File: src/rtl/axis_dwidth_converter.sv
// axis_dwidth_converter: packs N narrow AXI-Stream beats into one wide word.
// Each accepted slave beat is written into the next lane of the output word
// register; the word is presented on the master side the cycle after its last
// lane (or a tlast beat) is accepted. Unfilled lanes read as zero.
// Optional macro AXIS_DWIDTH_STATS_EN adds word/packet transfer counters.
`timescale 1ns/1ps

module axis_dwidth_converter #(
  parameter int C_S_AXIS_DATA_WIDTH = 64,
  parameter int C_M_AXIS_DATA_WIDTH = 256,
  parameter int C_AXIS_TUSER_WIDTH  = 128
) (
  input  logic                               aclk,
  input  logic                               reset,
  input  logic [C_S_AXIS_DATA_WIDTH-1:0]     s_axis_tdata,
  input  logic [C_S_AXIS_DATA_WIDTH/8-1:0]   s_axis_tkeep,
  input  logic [C_AXIS_TUSER_WIDTH-1:0]      s_axis_tuser,
  input  logic                               s_axis_tlast,
  input  logic                               s_axis_tvalid,
  output logic                               s_axis_tready,
  output logic [C_M_AXIS_DATA_WIDTH-1:0]     m_axis_tdata,
  output logic [C_M_AXIS_DATA_WIDTH/8-1:0]   m_axis_tkeep,
  output logic [C_AXIS_TUSER_WIDTH-1:0]      m_axis_tuser,
  output logic                               m_axis_tlast,
  output logic                               m_axis_tvalid,
  input  logic                               m_axis_tready
`ifdef AXIS_DWIDTH_STATS_EN
  ,
  output logic [31:0]                        stat_word_count,
  output logic [31:0]                        stat_pkt_count
`endif
);

  localparam int N      = C_M_AXIS_DATA_WIDTH / C_S_AXIS_DATA_WIDTH;
  localparam int SW     = C_S_AXIS_DATA_WIDTH;
  localparam int SK     = C_S_AXIS_DATA_WIDTH / 8;
  localparam int MW     = C_M_AXIS_DATA_WIDTH;
  localparam int MK     = C_M_AXIS_DATA_WIDTH / 8;
  localparam int LANE_W = (N > 1) ? $clog2(N) : 1;
  localparam logic [LANE_W-1:0] LAST_LANE = LANE_W'(N - 1);

  logic [MW-1:0]                 r_tdata;
  logic [MK-1:0]                 r_tkeep;
  logic [C_AXIS_TUSER_WIDTH-1:0] r_tuser;
  logic                          r_tlast;
  logic                          r_tvalid;
  logic [LANE_W-1:0]             r_lane;

  logic          w_accept;
  logic          w_xfer;
  logic          w_close;
  logic [MW-1:0] w_tdata_nxt;
  logic [MK-1:0] w_tkeep_nxt;

  assign s_axis_tready = !reset && (!r_tvalid || m_axis_tready);
  assign w_accept      = s_axis_tvalid && s_axis_tready;
  assign w_xfer        = r_tvalid && m_axis_tready;
  assign w_close       = s_axis_tlast || (r_lane == LAST_LANE);

  assign m_axis_tdata  = r_tdata;
  assign m_axis_tkeep  = r_tkeep;
  assign m_axis_tuser  = r_tuser;
  assign m_axis_tlast  = r_tlast;
  assign m_axis_tvalid = r_tvalid;

  // Merge the incoming beat into its lane; a word still on the master side is
  // being transferred this cycle, so the new beat starts from a cleared word.
  always_comb begin
    w_tdata_nxt = r_tvalid ? '0 : r_tdata;
    w_tkeep_nxt = r_tvalid ? '0 : r_tkeep;
    for (int k = 0; k < N; k++) begin
      if (r_lane == LANE_W'(k)) begin
        w_tdata_nxt[k*SW +: SW] = s_axis_tdata;
        w_tkeep_nxt[k*SK +: SK] = s_axis_tkeep;
      end
    end
  end

  // Word accumulation, lane tracking and master-side handshake.
  always_ff @(posedge aclk or posedge reset) begin
    if (reset) begin
      r_tdata  <= '0;
      r_tkeep  <= '0;
      r_tuser  <= '0;
      r_tlast  <= 1'b0;
      r_tvalid <= 1'b0;
      r_lane   <= '0;
    end else if (w_accept) begin
      r_tdata <= w_tdata_nxt;
      r_tkeep <= w_tkeep_nxt;
      if (r_lane == '0) begin
        r_tuser <= s_axis_tuser;
      end
      if (w_close) begin
        r_tvalid <= 1'b1;
        r_tlast  <= s_axis_tlast;
        r_lane   <= '0;
      end else begin
        r_tvalid <= 1'b0;
        r_tlast  <= 1'b0;
        r_lane   <= r_lane + LANE_W'(1);
      end
    end else if (w_xfer) begin
      r_tdata  <= '0;
      r_tkeep  <= '0;
      r_tuser  <= '0;
      r_tlast  <= 1'b0;
      r_tvalid <= 1'b0;
    end
  end

`ifdef AXIS_DWIDTH_STATS_EN
  logic [31:0] r_stat_words;
  logic [31:0] r_stat_pkts;

  assign stat_word_count = r_stat_words;
  assign stat_pkt_count  = r_stat_pkts;

  // Free-running transfer counters; wrap naturally at 2^32.
  always_ff @(posedge aclk or posedge reset) begin
    if (reset) begin
      r_stat_words <= '0;
      r_stat_pkts  <= '0;
    end else if (w_xfer) begin
      r_stat_words <= r_stat_words + 32'd1;
      if (r_tlast) begin
        r_stat_pkts <= r_stat_pkts + 32'd1;
      end
    end
  end
`endif

endmodule

File: config.mk
export PLATFORM = sky130hd
export DESIGN_NAME = axis_dwidth_converter
export DESIGN_NICKNAME = d
export VERILOG_FILES = /design/src/rtl/axis_dwidth_converter.sv
export SDC_FILE = /design/constraint.sdc
export NUM_CORES = 1
export LEC_CHECK = 0
export CORE_AREA = 2 2 240 242
export CTS_CLUSTER_SIZE = 30
export DETAILED_ROUTE_END_ITERATION = 16
export DIE_AREA = 0 0 242 244
export GPL_TIMING_DRIVEN = 1
export PLACE_DENSITY = 0.54
export SYNTH_ARGS = -nofsm -noshare
export SYNTH_HDL_FRONTEND = slang
export SYNTH_SLANG_ARGS = --single-unit
File: constraint.sdc
create_clock -name aclk -period 17 [get_ports aclk]
set_input_delay 1.7 -clock aclk [delete_from_list [all_inputs] [get_ports aclk]]
set_output_delay 1.7 -clock aclk [all_outputs]
set_load 0.02 [all_outputs]
==> results.py, run 1 <==
metrics = {
    "grt": {
        "grt_pass1_vias": 13078,
        "grt_pass1_wl_um": 92500,
        "grt_overflow_total": 0,
        "antenna_found_initial": 1,
        "grt_max_degree": 139,
        "grt_usage": 0.206,
    },
    "setup_path": {
        "reg2reg_depth": 6,
        "crit_arrival_ns": 3.23,
        "r2r-start": "r_lane[0]$_DFFE_PP0P_",
        "cp_top_family": "buffers and inverters",
        "timing.rr.end": "m_axis_tuser[4]$_DFFE_PP0P_",
        "worst-r2r-setup-slack_ns": 13.41,
        "cp.required_ns": 15.30,
        "path_buf_inv": 2,
        "critical_path_peak_fanout": 12,
        "slowest_stage": "clkdlybuf4s50_1",
        "endpoint_kind": "output port",
        "slowest_delay_ns": 0.71,
        "start_kind": "primary input",
        "crit_type": "primary input to output port",
        "cpMostUsedCell": "clkdlybuf4s50_1",
        "crit_path_cell_trace": "clkdlybuf4s50_1 -> nor2_1 -> clkdlybuf4s50_1",
    },
    "routing": {
        "drt_iter0_markers": 873,
        "drc": 0,
        "num_vias": 12589,
        "wire_per_inst_um": 25.0,
        "vias_per_cell": 5.04,
        "drt_first_pass_iters": 5,
        "postRouteAntennaNets": 0,
        "postRouteWirelength_um": 62500,
    },
    "job": {
        "cap_violations": 0,
    },
    "clocking": {
        "clock_latency_ns": 0.59,
        "cts_buffers": 49,
        "tritoncts": "built",
        "cts_resized": 0,
        "cts_buffer_depth": 3,
        "cts_setup_buffers": 0,
        "cts_root_buffer": "clkbuf_16",
        "cts.sinks": 420,
        "hold_buffers": 0,
        "clk_pin_slew_worst_paths_ns": 0.06,
        "cts_max_level": 2,
    },
    "sta": {
        "period_share": 0.290,
        "postLayoutSetupSlackWorst_ns": 12.07,
        "slew_viol_final": 0,
        "finalCriticalPeriod_ns": 4.93,
        "rsz0062_at_grt": "no",
        "worst_clock_skew_ns": 0.0176,
        "tightest_slew_ns": 1.10,
        "fmax_ghz": 0.203,
        "final_hold_viol_count": 0,
        "setup-violations-final": 0,
        "tns_ns": 0,
        "relSlewSlack": 0.270,
    },
    "final_layout": {
        "fillers": 5253,
        "drive_gt1_frac": 0.0660,
        "area_growth_pct": 51.2,
        "layout_commonest_cell": "clkdlybuf4s50_1",
        "seqCellArea_um2": 10500,
        "multi_input_area_um2": 4940,
        "fin_nets": 1912,
        "layout_common_cells": "623 x clkdlybuf4s50_1, 419 x dfrtp_1, 348 x a22o_1",
    },
    "floorplanning": {
        "die_w_um": 242,
        "die_y_um": 244,
        "core_area_um2": 56200,
        "ios": 624,
        "dieArea_um2": 59000,
        "initial_core_util": 0.289,
        "fp-row-count": 87,
    },
    "yosys": {
        "synth.net_count": 1328,
        "synth-seq-cells": 420,
        "synthesis.area_um2": 16300,
        "synth_area_leaders": "dfrtp_1 65%, a22o_1 19%, mux2i_1 4.2%",
        "synth_top_area_cell": "dfrtp_1",
        "synth_cell_types": 32,
        "yosysSeqAreaShare": 0.647,
        "avgSynthCellArea_um2": 14.5,
        "syn-instance-count": 1119,
        "netlist.area_leader.share": 0.647,
        "yosysWarnings": 0,
    },
    "place": {
        "dp_slack_ns": 11.60,
        "portBuffers": 623,
        "hpwl_um": 42700,
        "gp_congestion": 0.839,
    },
    "power": {
        "p_leak_uw": 0.0111,
        "power.density_nw_per_um2": 148,
        "peakVddDrop_mv": 0.0759,
    },
    "hold_path": {
        "min_delay_path_depth": 1,
        "min_path_type": "flip-flop to flip-flop",
        "min_from": "m_axis_tdata[255]$_DFFE_PP0P_",
        "min_to": "m_axis_tdata[255]$_DFFE_PP0P_",
    },
    "status": {
        "outcome": "finished clean",
    },
}
==> registers in the layout, indices dropped and copies added, names as in the netlist <==
name and flops:
m_axis_tkeep 32, m_axis_tlast 1, m_axis_tvalid 1, r_lane 2
m_axis_tdata 256, m_axis_tuser 128
==> power by group <==
part / leakage [uW] / total (uW) / switching, uW / internal [uW]
combinational: 0.00459 / 1140 / 604 / 534
clock: 0.000890 / 1160 / 434 / 725
sequential: 0.00559 / 1350 / 146 / 1200
total: 0.0111 / 3650 / 1180 / 2460
==> Yosys cell counts <==
cell type and count:
nor2_2 1, a22oi_1 66, o21ai_1 12, o31ai_1 1, nand4_1 2, and4b_1 2
o21ai_0 59, nand3_1 1, a22o_1 348, nor2_1 2, nand2_1 2, nor3b_2 1
a32oi_1 2, nor2b_1 2, inv_1 5, nor2_4 2, nand3b_1 2, mux2i_1 68
and2_1 1, ha_1 4, nor2_8 1, o21ai_4 1, nand3b_4 2, clkbuf_1 15
nand2b_1 2, buf_2 28, o22ai_2 1, buf_4 22, dfrtp_1 420, a21o_1 3
buf_6 40, and3b_1 1
==> through the flow <==
stage                     total power [uW]  utilization  hold slack (ns)  cell area, um^2  cells
after CTS                             3690        0.438            0.500            24600   2499
final                                 3650        0.438            0.495            24600   2500
after floorplan                       1880            -            0.519            16300   1119
after global placement                2500        0.406            0.483            22800   2408
after global routing                  3800        0.438            0.507            24600   2500
after detailed placement              2510        0.406            0.480            22800   2408
==> metal layers <==
layer,vias to the layer above,GRT usage,share of wire
met5,-,0,0
met4,0,0.0586,0.027
met3,88,0.0513,0.064
met2,460,0.340,0.49
met1,6525,0.269,0.42
li1,5516,-,-
==> final cells by class <==
class	count	share of cell area
sequential	420	0.428
clock inverter	21	0.0130
multi-input combinational	589	0.201
antenna	1	0.000102
timing repair buffer	638	0.258
clock buffer	70	0.0601
inverter	5	0.00107
tap	756	0.0385
==> how the worst max path moves through the flow <==
stage	slack (ns)	end	depth (start not counted)	from
after CTS	12.09	s_axis_tready	3	reset
after global placement	11.69	m_axis_tuser[21]$_DFFE_PP0P_	5	reset
after global routing	11.95	m_axis_tdata[52]$_DFFE_PP0P_	4	reset
final	12.07	s_axis_tready	3	reset
after detailed placement	11.60	m_axis_tuser[4]$_DFFE_PP0P_	5	reset
after floorplan	3.41	m_axis_tdata[0]$_DFFE_PP0P_	2	reset
==> cell families (layout without fill, tap and decap cells) <==
| family | after synthesis | in the layout | synth area share |
|---|---|---|---|
| adder cells (fa/ha/maj) | 4 | 4 | 0.00308 |
| flip-flops | 420 | 420 | 0.647 |
| buffers and inverters | 110 | 734 | 0.0511 |
| other | 0 | 1 | 0 |
| AO/OA/AOI/OAI | 493 | 493 | 0.245 |
| multiplexers | 68 | 68 | 0.0419 |
| AND/OR/NAND/NOR | 24 | 24 | 0.0129 |
Note: power is estimated with default switching activity, not from simulation.
==> run 2: changes to the inputs <==
- CORE_AREA: 2 2 240 242 -> 2 2 244 246
- DIE_AREA: 0 0 242 244 -> 0 0 246 248
- clock period: 17 -> 4.4 ns (I/O delays scaled with it)
==> run 2 against run 1 <==
Against the previous run: core utilization down 1.7 points; first-iteration DRC count fell by 17%; non-clock buffer count up 9; via count grew 1.2%; total power grew to 3.8 times the previous value; cell count is 0.72% higher; die area up 3.3%; clock-buffer cell count shrank 5; sequential cell count stayed put; register-to-register slack lost 12 ns; worst setup slack lost 11 ns; critical path type is now flip-flop to output port; critical endpoint is now m_axis_tvalid; largest power group unchanged; highest routed layer unchanged.
==> results.py, run 2 (synthesis results as in run 1) <==
metrics = {
    "sta": {
        "slew_viol_final": 0,
        "relSlewSlack": 0.210,
        "period_share": 0.693,
        "tns_ns": 0,
        "worst_clock_skew_ns": 0.0213,
        "holdWs_ns": 0.454,
        "final_hold_viol_count": 0,
        "rsz0062_at_grt": "no",
        "finalCriticalPeriod_ns": 3.05,
        "tightest_slew_ns": 1.18,
        "setup-violations-final": 0,
        "fmax_ghz": 0.328,
    },
    "routing": {
        "postRouteWirelength_um": 61700,
        "postRouteAntennaNets": 0,
        "vias_per_cell": 5.06,
        "drt_first_pass_iters": 5,
        "wire_per_inst_um": 24.5,
        "drc": 0,
        "num_vias": 12739,
        "drt_iter0_markers": 721,
    },
    "grt": {
        "grt_usage": 0.194,
        "grt_pass1_wl_um": 89100,
        "grt_pass1_vias": 12987,
        "grt_max_degree": 91,
        "grt_overflow_total": 0,
        "antenna_found_initial": 0,
    },
    "clocking": {
        "hold_buffers": 0,
        "cts_max_level": 2,
        "clock_latency_ns": 0.59,
        "tritoncts": "built",
        "cts_resized": 0,
        "cts_setup_buffers": 0,
        "cts_root_buffer": "clkbuf_16",
        "clk_pin_slew_worst_paths_ns": 0.06,
        "cts_buffer_depth": 3,
        "cts_buffers": 48,
        "cts.sinks": 420,
    },
    "hold_path": {
        "min_path_type": "primary input to flip-flop",
        "min_delay_path_depth": 2,
    },
    "power": {
        "peakVddDrop_mv": 0.297,
        "sequentialPowerShare": 0.379,
        "p_sw_uw": 4540,
        "power.density_nw_per_um2": 559,
        "finalPower_uw": 13700,
        "clockPowerShare": 0.299,
        "sw_frac_of_total": 0.331,
        "pwr-share-comb": 0.322,
        "p_int_uw": 9190,
        "p_leak_uw": 0.0110,
    },
    "setup_path": {
        "start_kind": "flip-flop",
        "cp.required_ns": 3.96,
        "reg2reg_depth": 5,
        "critical_path_peak_fanout": 52,
        "crit_type": "flip-flop to output port",
        "endpoint_kind": "output port",
        "crit_arrival_ns": 2.61,
    },
    "floorplanning": {
        "ios": 624,
        "die_y_um": 248,
        "fp-row-count": 89,
        "core_area_um2": 58500,
        "dieArea_um2": 61000,
        "initial_core_util": 0.278,
        "die_w_um": 246,
    },
    "place": {
        "hpwl_um": 42900,
        "portBuffers": 623,
        "place_area_um2": 22900,
        "gp_congestion": 0.820,
    },
    "final_layout": {
        "antennaDiodeCount": 0,
        "largest_reg_flops": 256,
        "stdcell_area_um2": 24600,
        "fin_util": 0.420,
        "layout_common_cells": "623 x clkdlybuf4s50_1, 419 x dfrtp_1, 348 x a22o_1",
        "area_growth_pct": 51.1,
        "layout_commonest_cell": "clkdlybuf4s50_1",
        "fillers": 5456,
        "drive_gt1_frac": 0.0659,
        "fin_nets": 1920,
    },
    "job": {
        "cap_violations": 0,
    },
    "status": {
        "outcome": "finished clean",
    },
}
[run 2: cell types whose count changed in the layout (fill, tap and decap cells not counted), sizes merged]
cell / previous run / this run
buf: 15 / 24
clkbuf: 70 / 65
bufinv: 8 / 5
clkinvlp: 1 / 3
clkinv: 11 / 10
diode: 1 / 0
[run 2: through the flow]
| stage | worst slack, ns | std cells |
|---|---|---|
| 5_1_grt | 1.21 | 2518 |
| 3_3_place_gp | 1.21 | 2434 |
| 4_1_cts | 1.27 | 2518 |
| 2_1_floorplan | -1.84 | 1119 |
| 6_report | 1.35 | 2518 |
| 3_5_place_dp | 1.08 | 2434 |
[run 2: worst max-delay path, cell delays in order, from the launching register on]
cell and delay [ns]:
dfrtp_2 0.65, buf_4 0.61, clkdlybuf4s50_1 0.74
[run 2: metal layers]
metal  GRT usage  part of all wire
met5           0                 0
met4      0.0665             0.031
met3      0.0521             0.071
met2       0.313              0.49
met1       0.252              0.41
[run 2: layout make-up]
type	count	area (um^2)	share of cell area
clock buffers	65	1360	0.0552
clock inverters	19	259	0.0105
inverters	5	22.5	0.000917
multi-input cells	589	4940	0.201
flip-flops and latches	420	10500	0.428
well taps	773	967	0.0394
repair buffers	647	6500	0.265
[run 2: final timing paths]
check,from,end,slack (ns)
setup reg to reg,m_axis_tvalid$_DFFE_PP0P_,m_axis_tdata[107]$_DFFE_PP0P_,1.43
hold / removal,s_axis_tuser[99],m_axis_tuser[99]$_DFFE_PP0P_,0.45
setup / recovery,m_axis_tvalid$_DFFE_PP0P_,m_axis_tvalid,1.35
min in group asynchronous,reset,m_axis_tdata[191]$_DFFE_PP0P_,0.66
max in group asynchronous,reset,m_axis_tdata[18]$_DFFE_PP0P_,2.77
hold reg to reg,m_axis_tdata[74]$_DFFE_PP0P_,m_axis_tdata[74]$_DFFE_PP0P_,0.49
[run 2: power by group through the flow]
stage               Clock, uW  Combinational [uW]  Sequential (uW)
floorplan                   0                1150             6130
global placement            0                4440             5220
detailed placement          0                4480             5230
CTS                      4230                4480             5200
global route             4400                4650             5300
finish                   4110                4420             5200
